--- config.mk ---
export PLATFORM = sky130hd
export DESIGN_NAME = nvdla_cacc_group_ctrl_flat
export DESIGN_NICKNAME = d
export VERILOG_FILES = /design/src/rtl/nvdla_cacc_group_ctrl_pkg.sv /design/src/rtl/nvdla_cacc_group_ctrl_if.sv /design/src/rtl/nvdla_cacc_group_ctrl_fsm.sv /design/src/rtl/nvdla_cacc_group_ctrl.sv /design/src/flat_wrapper.sv
export SDC_FILE = /design/constraint.sdc
export NUM_CORES = 1
export LEC_CHECK = 0
export CORE_AREA = 2 2 125 78
export DETAILED_ROUTE_END_ITERATION = 7
export DIE_AREA = 0 0 127 80
export HOLD_SLACK_MARGIN = 0.08
export PLACE_DENSITY = 0.75
export SLEW_MARGIN = 20
export SYNTH_ARGS = -nofsm -noshare
export SYNTH_HDL_FRONTEND = slang
export SYNTH_SLANG_ARGS = --single-unit
export TNS_END_PERCENT = 100
--- constraint.sdc ---
create_clock -name nvdla_core_clk -period 2.4 [get_ports nvdla_core_clk]
set_input_delay 0.48 -clock nvdla_core_clk [delete_from_list [all_inputs] [get_ports nvdla_core_clk]]
set_output_delay 0.48 -clock nvdla_core_clk [all_outputs]
set_load 0.02 [all_outputs]
--- src/rtl/nvdla_cacc_group_ctrl_pkg.sv ---
// Shared types and constants for the CACC dual-group launch controller:
// group-state encoding, CSB register offsets and the layer cycle counter width.
package nvdla_cacc_ctrl_pkg;

  localparam int CNT_W = 32;

  localparam logic [11:0] REG_STATUS      = 12'h000;
  localparam logic [11:0] REG_POINTER     = 12'h004;
  localparam logic [11:0] REG_LAST_CYCLES = 12'h008;
  localparam logic [11:0] REG_ERR         = 12'h00C;

  typedef enum logic [1:0] {
    GRP_IDLE    = 2'd0,
    GRP_PENDING = 2'd1,
    GRP_RUNNING = 2'd2
  } grp_state_e;

  // Increment that sticks at all-ones instead of wrapping.
  function automatic logic [CNT_W-1:0] sat_inc(input logic [CNT_W-1:0] v);
    return (&v) ? v : v + CNT_W'(1);
  endfunction

endpackage

--- src/rtl/nvdla_cacc_group_ctrl_if.sv ---
// CSB register-access bundle between the register host and the group controller.
interface nvdla_cacc_group_ctrl_if;
  // No valid/ready here: reg_wr_en qualifies reg_offset/reg_wr_data for exactly
  // the cycle it is high, and reg_rd_data is a combinational function of reg_offset.
  logic        reg_wr_en;
  logic [11:0] reg_offset;
  logic [31:0] reg_wr_data;
  logic [31:0] reg_rd_data;

  modport master (
    output reg_wr_en,
    output reg_offset,
    output reg_wr_data,
    input  reg_rd_data
  );

  modport slave (
    input  reg_wr_en,
    input  reg_offset,
    input  reg_wr_data,
    output reg_rd_data
  );
endinterface

--- src/rtl/nvdla_cacc_group_ctrl_fsm.sv ---
// Per-group op_en state machine: IDLE -> PENDING on an enabling trigger,
// PENDING -> RUNNING on launch, RUNNING -> IDLE on done.
module nvdla_cacc_group_fsm
  import nvdla_cacc_ctrl_pkg::*;
(
  input  logic       clk,
  input  logic       rst,
  input  logic       trigger,
  input  logic       wr_data,
  input  logic       launch,
  input  logic       done,
  output grp_state_e state,
  output logic       trig_err
);

  grp_state_e state_nxt;

  always_ff @(posedge clk) begin
    if (rst) state <= GRP_IDLE;
    else     state <= state_nxt;
  end

  always_comb begin
    state_nxt = state;
    trig_err  = 1'b0;
    case (state)
      GRP_IDLE:    if (trigger && wr_data) state_nxt = GRP_PENDING;
      GRP_PENDING: if (launch)             state_nxt = GRP_RUNNING;
      GRP_RUNNING: if (done)               state_nxt = GRP_IDLE;
      default:                             state_nxt = GRP_IDLE;
    endcase
    // An enabling write to a busy group is dropped; a done in the same cycle
    // still counts the group as busy.
    if (trigger && wr_data && (state != GRP_IDLE)) trig_err = 1'b1;
  end

endmodule

--- src/rtl/nvdla_cacc_group_ctrl.sv ---
// CACC ping-pong group controller: launches the two dual register groups strictly
// in consumer order, times each layer, and raises done/error status.
module nvdla_cacc_group_ctrl
  import nvdla_cacc_ctrl_pkg::*;
(
  input  logic                          nvdla_core_clk,
  input  logic                          nvdla_core_rst,
  nvdla_cacc_group_ctrl_if.slave        csb,
  input  logic                          op_en_trigger_d0,
  input  logic                          op_en_trigger_d1,
  input  logic                          op_en_wr_data,
  input  logic                          dp2reg_done,
  output logic                          op_en_d0,
  output logic                          op_en_d1,
  output logic                          reg2dp_op_en,
  output logic                          reg2dp_group_sel,
  output logic [1:0]                    done_intr,
  output logic                          err_flag
);

  grp_state_e       state0;
  grp_state_e       state1;
  grp_state_e       cons_state;
  logic             consumer;
  logic             any_running;
  logic             launch_ok;
  logic             done_ok;
  logic             done_err;
  logic             trig_err0;
  logic             trig_err1;
  logic             err_set;
  logic             err_clr;
  logic [CNT_W-1:0] cycle_cnt;
  logic [CNT_W-1:0] last_layer_cycles;

  assign any_running = (state0 == GRP_RUNNING) || (state1 == GRP_RUNNING);
  assign cons_state  = consumer ? state1 : state0;
  assign launch_ok   = !any_running && (cons_state == GRP_PENDING);
  assign done_ok     = dp2reg_done && (cons_state == GRP_RUNNING);
  assign done_err    = dp2reg_done && !done_ok;

  nvdla_cacc_group_fsm u_grp0 (
    .clk      (nvdla_core_clk),
    .rst      (nvdla_core_rst),
    .trigger  (op_en_trigger_d0),
    .wr_data  (op_en_wr_data),
    .launch   (launch_ok && !consumer),
    .done     (done_ok && !consumer),
    .state    (state0),
    .trig_err (trig_err0)
  );

  nvdla_cacc_group_fsm u_grp1 (
    .clk      (nvdla_core_clk),
    .rst      (nvdla_core_rst),
    .trigger  (op_en_trigger_d1),
    .wr_data  (op_en_wr_data),
    .launch   (launch_ok && consumer),
    .done     (done_ok && consumer),
    .state    (state1),
    .trig_err (trig_err1)
  );

  assign op_en_d0         = (state0 != GRP_IDLE);
  assign op_en_d1         = (state1 != GRP_IDLE);
  assign reg2dp_op_en     = (cons_state == GRP_RUNNING);
  assign reg2dp_group_sel = consumer;

  assign err_set = trig_err0 || trig_err1 || done_err;
  assign err_clr = csb.reg_wr_en && (csb.reg_offset == REG_ERR);

  always_ff @(posedge nvdla_core_clk) begin
    if (nvdla_core_rst) begin
      consumer  <= 1'b0;
      done_intr <= 2'b00;
      err_flag  <= 1'b0;
    end else begin
      if (done_ok) consumer <= ~consumer;
      done_intr <= done_ok ? (consumer ? 2'b10 : 2'b01) : 2'b00;
      if (err_set)      err_flag <= 1'b1;
      else if (err_clr) err_flag <= 1'b0;
    end
  end

  // The captured length includes the done cycle itself, so it equals the number
  // of cycles reg2dp_op_en was high for the layer.
  always_ff @(posedge nvdla_core_clk) begin
    if (nvdla_core_rst) begin
      cycle_cnt         <= '0;
      last_layer_cycles <= '0;
    end else if (done_ok) begin
      last_layer_cycles <= sat_inc(cycle_cnt);
      cycle_cnt         <= '0;
    end else if (any_running) begin
      cycle_cnt <= sat_inc(cycle_cnt);
    end
  end

  always_comb begin
    csb.reg_rd_data = 32'h0;
    case (csb.reg_offset)
      REG_STATUS:      csb.reg_rd_data = {14'b0, state1, 14'b0, state0};
      REG_POINTER:     csb.reg_rd_data = {15'b0, consumer, 16'b0};
      REG_LAST_CYCLES: csb.reg_rd_data = last_layer_cycles;
      REG_ERR:         csb.reg_rd_data = {31'b0, err_flag};
      default:         csb.reg_rd_data = 32'h0;
    endcase
  end

endmodule
--- src/flat_wrapper.sv ---
// flat-port wrapper written by rule: the top's interface ports become plain ports
module nvdla_cacc_group_ctrl_flat import nvdla_cacc_ctrl_pkg::*;
  (nvdla_core_clk, nvdla_core_rst, op_en_trigger_d0, op_en_trigger_d1, op_en_wr_data, dp2reg_done, op_en_d0, op_en_d1, reg2dp_op_en, reg2dp_group_sel, done_intr, err_flag, csb_reg_wr_en, csb_reg_offset, csb_reg_wr_data, csb_reg_rd_data);
  nvdla_cacc_group_ctrl_if csb_i ();
  input  logic nvdla_core_clk;
  input  logic nvdla_core_rst;
  input  logic op_en_trigger_d0;
  input  logic op_en_trigger_d1;
  input  logic op_en_wr_data;
  input  logic dp2reg_done;
  output logic op_en_d0;
  output logic op_en_d1;
  output logic reg2dp_op_en;
  output logic reg2dp_group_sel;
  output logic [1:0] done_intr;
  output logic err_flag;
  input wire logic [$bits(csb_i.reg_wr_en)-1:0] csb_reg_wr_en;
  input wire logic [$bits(csb_i.reg_offset)-1:0] csb_reg_offset;
  input wire logic [$bits(csb_i.reg_wr_data)-1:0] csb_reg_wr_data;
  output wire logic [$bits(csb_i.reg_rd_data)-1:0] csb_reg_rd_data;
  assign csb_i.reg_wr_en = csb_reg_wr_en;
  assign csb_i.reg_offset = csb_reg_offset;
  assign csb_i.reg_wr_data = csb_reg_wr_data;
  assign csb_reg_rd_data = csb_i.reg_rd_data;
  nvdla_cacc_group_ctrl u_core (.nvdla_core_clk(nvdla_core_clk), .nvdla_core_rst(nvdla_core_rst), .csb(csb_i), .op_en_trigger_d0(op_en_trigger_d0), .op_en_trigger_d1(op_en_trigger_d1), .op_en_wr_data(op_en_wr_data), .dp2reg_done(dp2reg_done), .op_en_d0(op_en_d0), .op_en_d1(op_en_d1), .reg2dp_op_en(reg2dp_op_en), .reg2dp_group_sel(reg2dp_group_sel), .done_intr(done_intr), .err_flag(err_flag));
endmodule
# ---- Yosys cells after proc, flatten, opt, wreduce, memory -nomap -nowiden
# Cells that the tools add are included.
dict set report totals {
  register_bits 72
  output_inout_bits 39
}
dict set report classes {
  n_addsub 1
  eq_ne 15
  mux 16
  bitwise_logic 2
  reduce_logical 29
}
# cell count
set ops {}
lappend ops {{case mux 32 bit (4 select lines)} 1}
lappend ops {{adder 32 x 1 -> 32 bit, second input constant} 1}
lappend ops {{2-to-1 mux 32 bit} 1}
lappend ops {{AND reduction 32 bit} 1}
lappend ops {{equality test 12 x 4 -> 1 bit, second input constant} 2}
lappend ops {{2-to-1 mux 2 bit} 8}
lappend ops {{equality test 12 x 3 -> 1 bit, second input constant} 1}
lappend ops {{logical AND 1 bit} 12}
lappend ops {{logical NOT 12 bit} 1}
lappend ops {{!= test 2 bit, second input constant} 6}
lappend ops {{case mux 2 bit (3 select lines)} 2}
lappend ops {{equality test 2 x 1 -> 1 bit, second input constant} 3}
lappend ops {{equality test 2 bit, second input constant} 3}
lappend ops {{AND reduction 3 bit} 2}
lappend ops {{nonzero test 2 bit} 3}
lappend ops {{logical NOT 2 bit} 2}
lappend ops {{2-to-1 mux 1 bit} 4}
lappend ops {{OR reduction 2 bit} 2}
lappend ops {{logical NOT 1 bit} 3}
lappend ops {{logical OR 1 bit} 3}
lappend ops {{inverter 1 bit} 2}

# ---- Logic depth before layout (Yosys ltp)
# Gate-level depths: netlist of run 1.
dict set report logic_depth {
  depth_word 7
  ltp_mapped 8
}

# ---- Cells and area by module
# A second synthesis of run 1 with hierarchy kept.
dict set report hier_totals {
  cells_unflattened 495
  hier_area_um2 3998.8
}
# module instances cells_each area_each_um2 seq_area_each_um2
set modules_own_cells {}
lappend modules_own_cells {nvdla_cacc_group_ctrl 1 477 3806.2 1361.3}
lappend modules_own_cells {nvdla_cacc_group_fsm 2 9 96.3 40.0}

# ---- Worst setup path after synthesis of run 1
# OpenSTA, ideal clock, no wires.
dict set report synth_timing {
  kind {register to register}
  from {reg u_core.cycle_cnt[0]}
  to {reg u_core.last_layer_cycles[28]}
  setup_ns 0.091
  t_arrival_ns 2.395
  path_slack_ns -0.086
  stages_incl_launch_ff 9
  n_path_buf 2
  period_less_slack_ns 2.486
  path_cell_list {dfxtp_1 -> ha_1 -> nand3_2 -> or4_4 -> buf_6 -> or3_1 -> clkbuf_2 -> or3_1 -> a311oi_1}
}
dict set report synth_between {
  elab_chain_cells 2
}
# element line_no
set synth_rtl {}
lappend synth_rtl {{start, declared} nvdla_cacc_group_ctrl.sv:33} ;# logic [CNT_W-1:0] cycle_cnt;
lappend synth_rtl {{start signal, assigned} nvdla_cacc_group_ctrl.sv:95} ;# cycle_cnt <= sat_inc(cycle_cnt);
lappend synth_rtl {{adder 32 x 1 -> 32 bit or AND reduction 32 bit (tied branches)} nvdla_cacc_group_ctrl_pkg.sv:20} ;# return (&v) ? v : v + CNT_W'(1);
lappend synth_rtl {{2-to-1 mux 32 bit *} nvdla_cacc_group_ctrl_pkg.sv:20}
lappend synth_rtl {{end signal, assigned} nvdla_cacc_group_ctrl.sv:92} ;# last_layer_cycles <= sat_inc(cycle_cnt);
lappend synth_rtl {{end, declared} nvdla_cacc_group_ctrl.sv:34} ;# logic [CNT_W-1:0] last_layer_cycles;
# Mark *: on every way between the ends. The rest lies on a longest branch, timed or not.
# A chain may end at the register's enable or synchronous reset.

# ---- Worst setup path after layout of run 1
dict set report layout_timing {
  from {in csb_reg_offset[7]}
  to {out csb_reg_rd_data[28]}
}
dict set report layout_between {
  elab_chain_cells 2
}
# element line_no
set layout_rtl {}
lappend layout_rtl {{start, declared} flat_wrapper.sv:18} ;# input wire logic [$bits(csb_i.reg_offset)-1:0] csb_reg_offset;
lappend layout_rtl {{equality test 12 x 4 -> 1 bit, or another cell as far along} nvdla_cacc_group_ctrl.sv:101} ;# case (csb.reg_offset)
lappend layout_rtl {{case mux 32 bit (4 select lines) *} nvdla_cacc_group_ctrl.sv:101}
lappend layout_rtl {{end, declared} flat_wrapper.sv:20} ;# output wire logic [$bits(csb_i.reg_rd_data)-1:0] csb_reg_rd_data;
# Marked as above.

==> results.md, run 1 <==
* DRC viols at 0
* Fillers at 785
* Post-synth EDFFs at 0
* P_sw at ~0.65 mW
* Area Overhead vs Synth at 35.8%
* Largest family of logic cells by synthesized area: simple AND/OR/NAND/NOR gates
* Measured slew at the worst slew-check pin at 932 ps
* CP endpoint kind: output port
* Synth Area in Compound Gates at 0.186
* Most common cell after layout, fill and taps aside: dfxtp_1
* Pwr dens at between 500 and 600 nW/um2
* Fmax at 0.426 GHz
* Initial Util at 0.450
* Critical path arrival at 1870 ps
* Proportion of synthesized area in mux cells at 0.0149
* Fin. max-slew vios at 0
* Hold-fix buffer count after cts at 0
* Nets at approximately 650
* Most frequent cells in the layout: dfxtp_1 (70), nor2_1 (68), buf_4 (47), nand2_1 (35), buf_6 (30)
* First-pass GRT wire length at 20,600 um
* HPWL Detailed at 9050 um
* GPL Wtd Cong at around 0.95
* Origin of the worst setup path: csb_reg_offset[7]
* Largest stage delay, worst path at 270 ps
* Root buf cell: clkbuf_16
* Antenna cells at 0
* Crit-path slowest cell: nor3b_4
* Post-Layout Inst Area at between 5000 and 6000 um2
* Status: completed
* Total Wirelength at 12,800 um
* CP most frequent cell: buf_6
* Via density per instance at 5.98
* Final Hold Fails at 0
* Synth Flop Type: dfxtp_1
* I/O pin total at 90
* Switching Fraction at 0.233
* Type of origin of the critical path: primary input
* Pin count of the biggest net entering global routing at between 40 and 50
* R2r startpoint: u_core.cycle_cnt[1]$_SDFFE_PP0P_
* Worst Path Buf+Inv at 4
* Dpl cell area at between 4000 and 5000 um2
* Fin Hold WS at 496 ps
* Setup CP Type: in -> out
* Ys Warns at 0
* Mean Syn Cell Area at about 8 um2
* Clock Power Share at 0.488
* Chip Height at 80 um
* Adder-cell share of the synthesized area at 0.00310
* Crit-path cells: clkdlybuf4s15_1 > nor4_2 > nand3_1 > nor3b_4 > buf_6 > buf_16 > and2_4 > buf_6
* CTS tree: yes
* Post-layout util at 0.611
* Tmin final at 2350 ps
* Wire length per cell at 17.8 um
* Simple-Gate Fraction of Synth Area at 0.356
* Sequential Power Share at 0.446
* Largest delay share family, worst path: simple AND/OR/NAND/NOR gates
* Core footprint at 8990 um2
* Initial antenna violation count at 0
* Syn Inst Count at 515
* Clk pin slew, worst setup/hold paths at 60 ps
* GRT Residual Overflow at 0
* Setup Skew at 9.09 ps
* Hold path start: u_core.err_flag$_SDFFE_PP0P_
* Comb power frac at 0.066
* IO buf count at 57
* Register area share after synthesis at 0.357
* Final worst-path setup slack at 55.0 ps
* Synthesized cell area at a little over 4000 um2
* Insertion delay to the later sink of the worst-skew pair at 340 ps
* Die ar. at 10,200 um2
* Vias in the first global route at 3,891
* Synthesized flop and latch total at 72
* Peak VDD IR at 0.347 mV
* Final setup viols at 0
* Rows at 27
* Sink Count at 72
* Max_cap viols at 0
* Pre-CTS WS at -669 ps
* Largest fanout on the critical path at 7
* Synth unique cells at 58
* Die width at 127 um
* H-tree depth at 3
* Total negative slack at 0 ps
* DR vias at 4,281
* Proportion of layout cells with a drive suffix above 1 at 0.260
* P_leak at 1.99 nW
* Post-synth ARST share at 0
* Syn Nets at 567
* Final ANT Viol Nets at 0
* Starting DRT DRC Count at 416
* Part of the cycle the worst path needs at 0.977
* Worst slew margin at 0.377
* Pre-antenna DRT Iters at 5
* Hold Crit Class: reg -> reg
* GRT Resource Usage Total at 0.260
* XOR/XNOR Fraction of Synth Area at 0.0325
* Int Power at 2.12 mW
* CTS Buf Count at 9
* Critical Path RT at 1920 ps
* Maximum root-to-sink buffer count at 2
==> synth_stat cells, types with 2 or more instances <==
library cell	number	area [um2]
xnor2_1	13	114
and3_1	7	43.8
o31ai_1	5	37.5
a31oi_1	3	18.8
or3_2	2	15.0
dfxtp_1	72	1440
nand2b_1	3	18.8
or4b_2	2	20.0
o21ai_0	27	135
inv_1	7	26.3
xor2_1	2	17.5
nand3_1	11	55.1
a311oi_1	8	70.1
a2111oi_0	3	26.3
nor4_1	11	68.8
or2_2	3	18.8
and4_1	14	123
a211o_1	3	26.3
nor2_1	68	255
nor3_1	9	45.0
clkbuf_1	28	105
nor3b_1	4	30.0
nand2_1	35	131
a211oi_1	22	165
a21oi_1	25	125
and2_1	29	181
nand3b_1	4	30.0
or4_1	6	45.0
nand4b_1	3	26.3
mux2i_1	6	60.1
clkbuf_2	2	10.0
o311ai_0	2	17.5
o311a_1	2	20.0
o41ai_1	2	17.5
buf_2	9	45.0
o211ai_1	2	15.0
nor2b_1	2	12.5
nand4_1	21	131
or3_1	19	119
==> final timing paths <==
path,to,slack [ps],cells after the start
min reg2reg,u_core.err_flag$_SDFFE_PP0P_,500,2
max reg2reg,u_core.last_layer_cycles[28]$_SDFFE_PP0N_,80,6
max,csb_reg_rd_data[28],50,8
min,u_core.err_flag$_SDFFE_PP0P_,500,2
==> kinds of logic after synthesis <==
family                     count (synthesis)
adders and majority gates                  1
xor gates and xnor gates                  15
AOI/OAI and AO/OA                        113
muxes                                      6
buffers and inverters                     48
and+or+nand+nor                          260
DFF                                       72
==> sequential cells by signal, summed over array words and instances (netlist names) <==
signal and cells:
u_core.done_intr 2, u_core.u_grp1.state 2, u_core.reg2dp_group_sel 1, u_core.last_layer_cycles 32, u_core.cycle_cnt 32, u_core.u_grp0.state 2, u_core.err_flag 1
==> power by group through the flow <==
stage	Combinational (mW)	Sequential, mW	Clock, mW
after floorplan	0.0988	1.26	0
after global placement	0.181	1.26	0
after detailed placement	0.186	1.26	0
after CTS	0.182	1.23	1.37
after global routing	0.197	1.24	1.44
final	0.183	1.23	1.35
==> final cells by class <==
class	count	area, um2	share of cell area
flip-flops and latches	72	1440	0.263
multi-input cells	395	2520	0.459
clock inverters	5	57.6	0.0105
repair buffers	111	1060	0.193
well taps	116	145	0.0264
clock buffers	10	239	0.0435
inverters	7	26.3	0.00479
==> metrics by stage <==
step	power (mW)	instances
after floorplan	1.36	515
after global placement	1.44	695
after detailed placement	1.44	695
after CTS	2.78	718
after global routing	2.87	716
final	2.77	716
==> timing repair <==
item / in CTS / in global routing
resized for setup: 229 / 21
cloned: 3 / 0
buffers inserted: 6 / 0
endpoints found under the setup margin: 33 / 38
pin swaps: 6 / 4
==> worst min-delay path, delay by kind of cell (launching register included) <==
family,cells,cell delay [ps]
AOI/OAI and AO/OA,2,130
DFF,1,320
==> per-layer routing <==
layer / track usage / share of wire / wire, um
met2: 0.384 / 0.42 / 5320
met5: 0 / 0 / 0
met4: 0.0703 / 0.015 / 195
met1: 0.378 / 0.48 / 6130
met3: 0.0590 / 0.089 / 1140
No activity file was read; power rests on OpenSTA's default activity.
==> run 2, diff against run 1 <==
--- a/config.mk
+++ b/config.mk
@@ -9,7 +9,8 @@
 export DETAILED_ROUTE_END_ITERATION = 7
 export DIE_AREA = 0 0 127 80
 export HOLD_SLACK_MARGIN = 0.08
-export PLACE_DENSITY = 0.75
+export PLACE_DENSITY = 0.8
+export SETUP_SLACK_MARGIN = 0.02
 export SLEW_MARGIN = 20
 export SYNTH_ARGS = -nofsm -noshare
 export SYNTH_HDL_FRONTEND = slang
==> results.md, run 2 (same netlist as run 1, synthesis figures left out) <==
* Pin count of the biggest net entering global routing at 34 (was 43)
* Most frequent cells in the layout: dfxtp_1 (70), nor2_1 (67), buf_4 (47), nand2_1 (35), o21ai_0 (27) (was dfxtp_1 (70), nor2_1 (68), buf_4 (47), nand2_1 (35), buf_6 (30))
* Most common cell after layout, fill and taps aside: dfxtp_1 (unchanged)
* Largest fanout on the critical path at 7 (unchanged)
* P_leak at 1.92 nW (was 1.99 nW)
* Design Power at 2.79 mW (was 2.77 mW)
* Clk pin slew, worst setup/hold paths at 60 ps (about the same)
* Pre-antenna DRT Iters at 5 (unchanged)
* GPL Wtd Cong at 0.909 (was 0.955)
* DRC viols at 0 (unchanged)
* GRT Residual Overflow at 0 (unchanged)
* Initial antenna violation count at 0 (unchanged)
* Rows at 27 (unchanged)
* Vias in the first global route at 3,923 (was 3,891)
* CTS Buf Count at 9 (unchanged)
* Starting DRT DRC Count at 464 (was 416)
* Peak VDD IR at 0.342 mV (was 0.347 mV)
* Largest stage delay, worst path at 270 ps (about the same)
* GRT Resource Usage Total at 0.252 (was 0.260)
* Crit-path slowest cell: nor4_4 (was nor3b_4)
* Fin Hold WS at 490 ps (was 496 ps)
* Largest delay share family, worst path: simple AND/OR/NAND/NOR gates (unchanged)
* DR vias at 4,389 (was 4,281)
* Chip Height at 80 um (unchanged)
* Wire length per cell at 18.1 um (was 17.8 um)
* Initial Util at 0.450 (unchanged)
* Hold Crit Class: reg -> reg (unchanged)
* Hold-fix buffer count after cts at 0 (unchanged)
* Tmin final at 2310 ps (was 2350 ps)
* Total Wirelength at 12,800 um (about the same)
* Setup CP Type: in -> out (unchanged)
* Proportion of layout cells with a drive suffix above 1 at 0.237 (was 0.260)
* Top Registers: u_core.cycle_cnt (32), u_core.last_layer_cycles (32) (unchanged)
* Antenna cells at 0 (unchanged)
* Setup Skew at 9.15 ps (was 9.09 ps)
* Root buf cell: clkbuf_16 (unchanged)
* Maximum root-to-sink buffer count at 2 (unchanged)
* Unrepaired setup endpoints after global routing: false
* Pwr dens at 519 nW/um2 (was 505 nW/um2)
* Final std cells w/o fill at 706 (was 716)
* Core footprint at 8990 um2 (unchanged)
* CP endpoint kind: output port (unchanged)
* Worst Path Buf+Inv at 4 (unchanged)
* Part of the cycle the worst path needs at 0.965 (was 0.977)
* Critical path arrival at 1830 ps (was 1870 ps)
* Final setup viols at 0 (unchanged)
* Die ar. at 10,200 um2 (unchanged)
* Worst slew margin at 0.305 (was 0.377)
* Final Hold Fails at 0 (unchanged)
* First-pass GRT wire length at 19,800 um (was 20,600 um)
* CTS tree: yes (unchanged)
* Via density per instance at 6.22 (was 5.98)
* Sink Count at 72 (unchanged)
* IO buf count at 57 (unchanged)
* HPWL Detailed at 8670 um (was 9050 um)
* Crit-path cells: clkbuf_2 > nor4_4 > nand3_2 > nor3b_4 > buf_6 > buf_12 > and2_1 > buf_4 (was clkdlybuf4s15_1 > nor4_2 > nand3_1 > nor3b_4 > buf_6 > buf_16 > and2_4 > buf_6)
* Measured slew at the worst slew-check pin at 1040 ps (was 932 ps)
* Fmax at 0.432 GHz (was 0.426 GHz)
* Die width at 127 um (unchanged)
* Status: completed (unchanged)
* Post-layout util at 0.599 (was 0.611)
* Insertion delay to the later sink of the worst-skew pair at 350 ps (was 340 ps)
* Placed cell count at 685 (was 695)
* Critical Path RT at 1920 ps (about the same)
* Max_cap viols at 0 (unchanged)
* I/O pin total at 90 (unchanged)
* Area Overhead vs Synth at 33.2% (was 35.8%)
* Fin. max-slew vios at 0 (unchanged)
* Type of origin of the critical path: primary input (unchanged)
* Nets at 637 (was 648)
* R2R setup slack at 100 ps (was 80 ps)
* H-tree depth at 3 (unchanged)
* Final ANT Viol Nets at 0 (unchanged)
-- run 2: per-layer routing --
layer  track usage  vias up  part of all wire
li1              -     2054                 -
met1         0.336     2083              0.45
met3        0.0871       18              0.11
met5             0        -                 0
met4        0.0604        0            0.0093
met2         0.392      234              0.43
-- run 2: tightest hold or removal path, stage by stage (launching register included) --
cell and delay (ps):
dfxtp_2 340, nand2_1 60, a21oi_1 50
-- run 2: area by class of cell --
class	count	area, um2
flip-flops and latches	72	1440
inverters	7	26.3
clock inverters	7	78.8
repair buffers	100	930
well taps	116	145
fillers	719	3600
multi-input cells	395	2530
clock buffers	9	225
-- run 2: what timing repair did --
item,4_1_cts,5_1_grt
buffers inserted,3,0
setup endpoints to repair,34,42
cloned,3,0
endpoints found under the hold margin,0,0
gates resized for setup,207,27
pin swaps,12,5
-- run 2: metrics by stage --
stage	setup slack [ps]	instance area [um2]	TNS, ps
5_1_grt	18.4	5380	0
3_3_place_gp	-573	4900	-17060
4_1_cts	22.6	5340	0
3_5_place_dp	-639	4900	-18690
6_report	85.1	5380	0
2_1_floorplan	-8.02	4060	-8.02
-- run 2: worst paths after layout --
check,from,to,cells past startpoint
hold reg to reg,u_core.cycle_cnt[1]$_SDFFE_PP0P_,u_core.cycle_cnt[1]$_SDFFE_PP0P_,2
setup / recovery,csb_reg_offset[0],csb_reg_rd_data[21],8
setup reg to reg,u_core.cycle_cnt[7]$_SDFFE_PP0P_,u_core.last_layer_cycles[26]$_SDFFE_PP0N_,6
hold / removal,u_core.cycle_cnt[1]$_SDFFE_PP0P_,u_core.cycle_cnt[1]$_SDFFE_PP0P_,2
-- run 2: where the power goes --
part / internal (mW) / switching, mW / total [mW] / leakage [nW]
Clock: 0.815 / 0.557 / 1.37 / 0.150
Combinational: 0.0790 / 0.107 / 0.186 / 1.18
Sequential: 1.22 / 0.0175 / 1.23 / 0.583
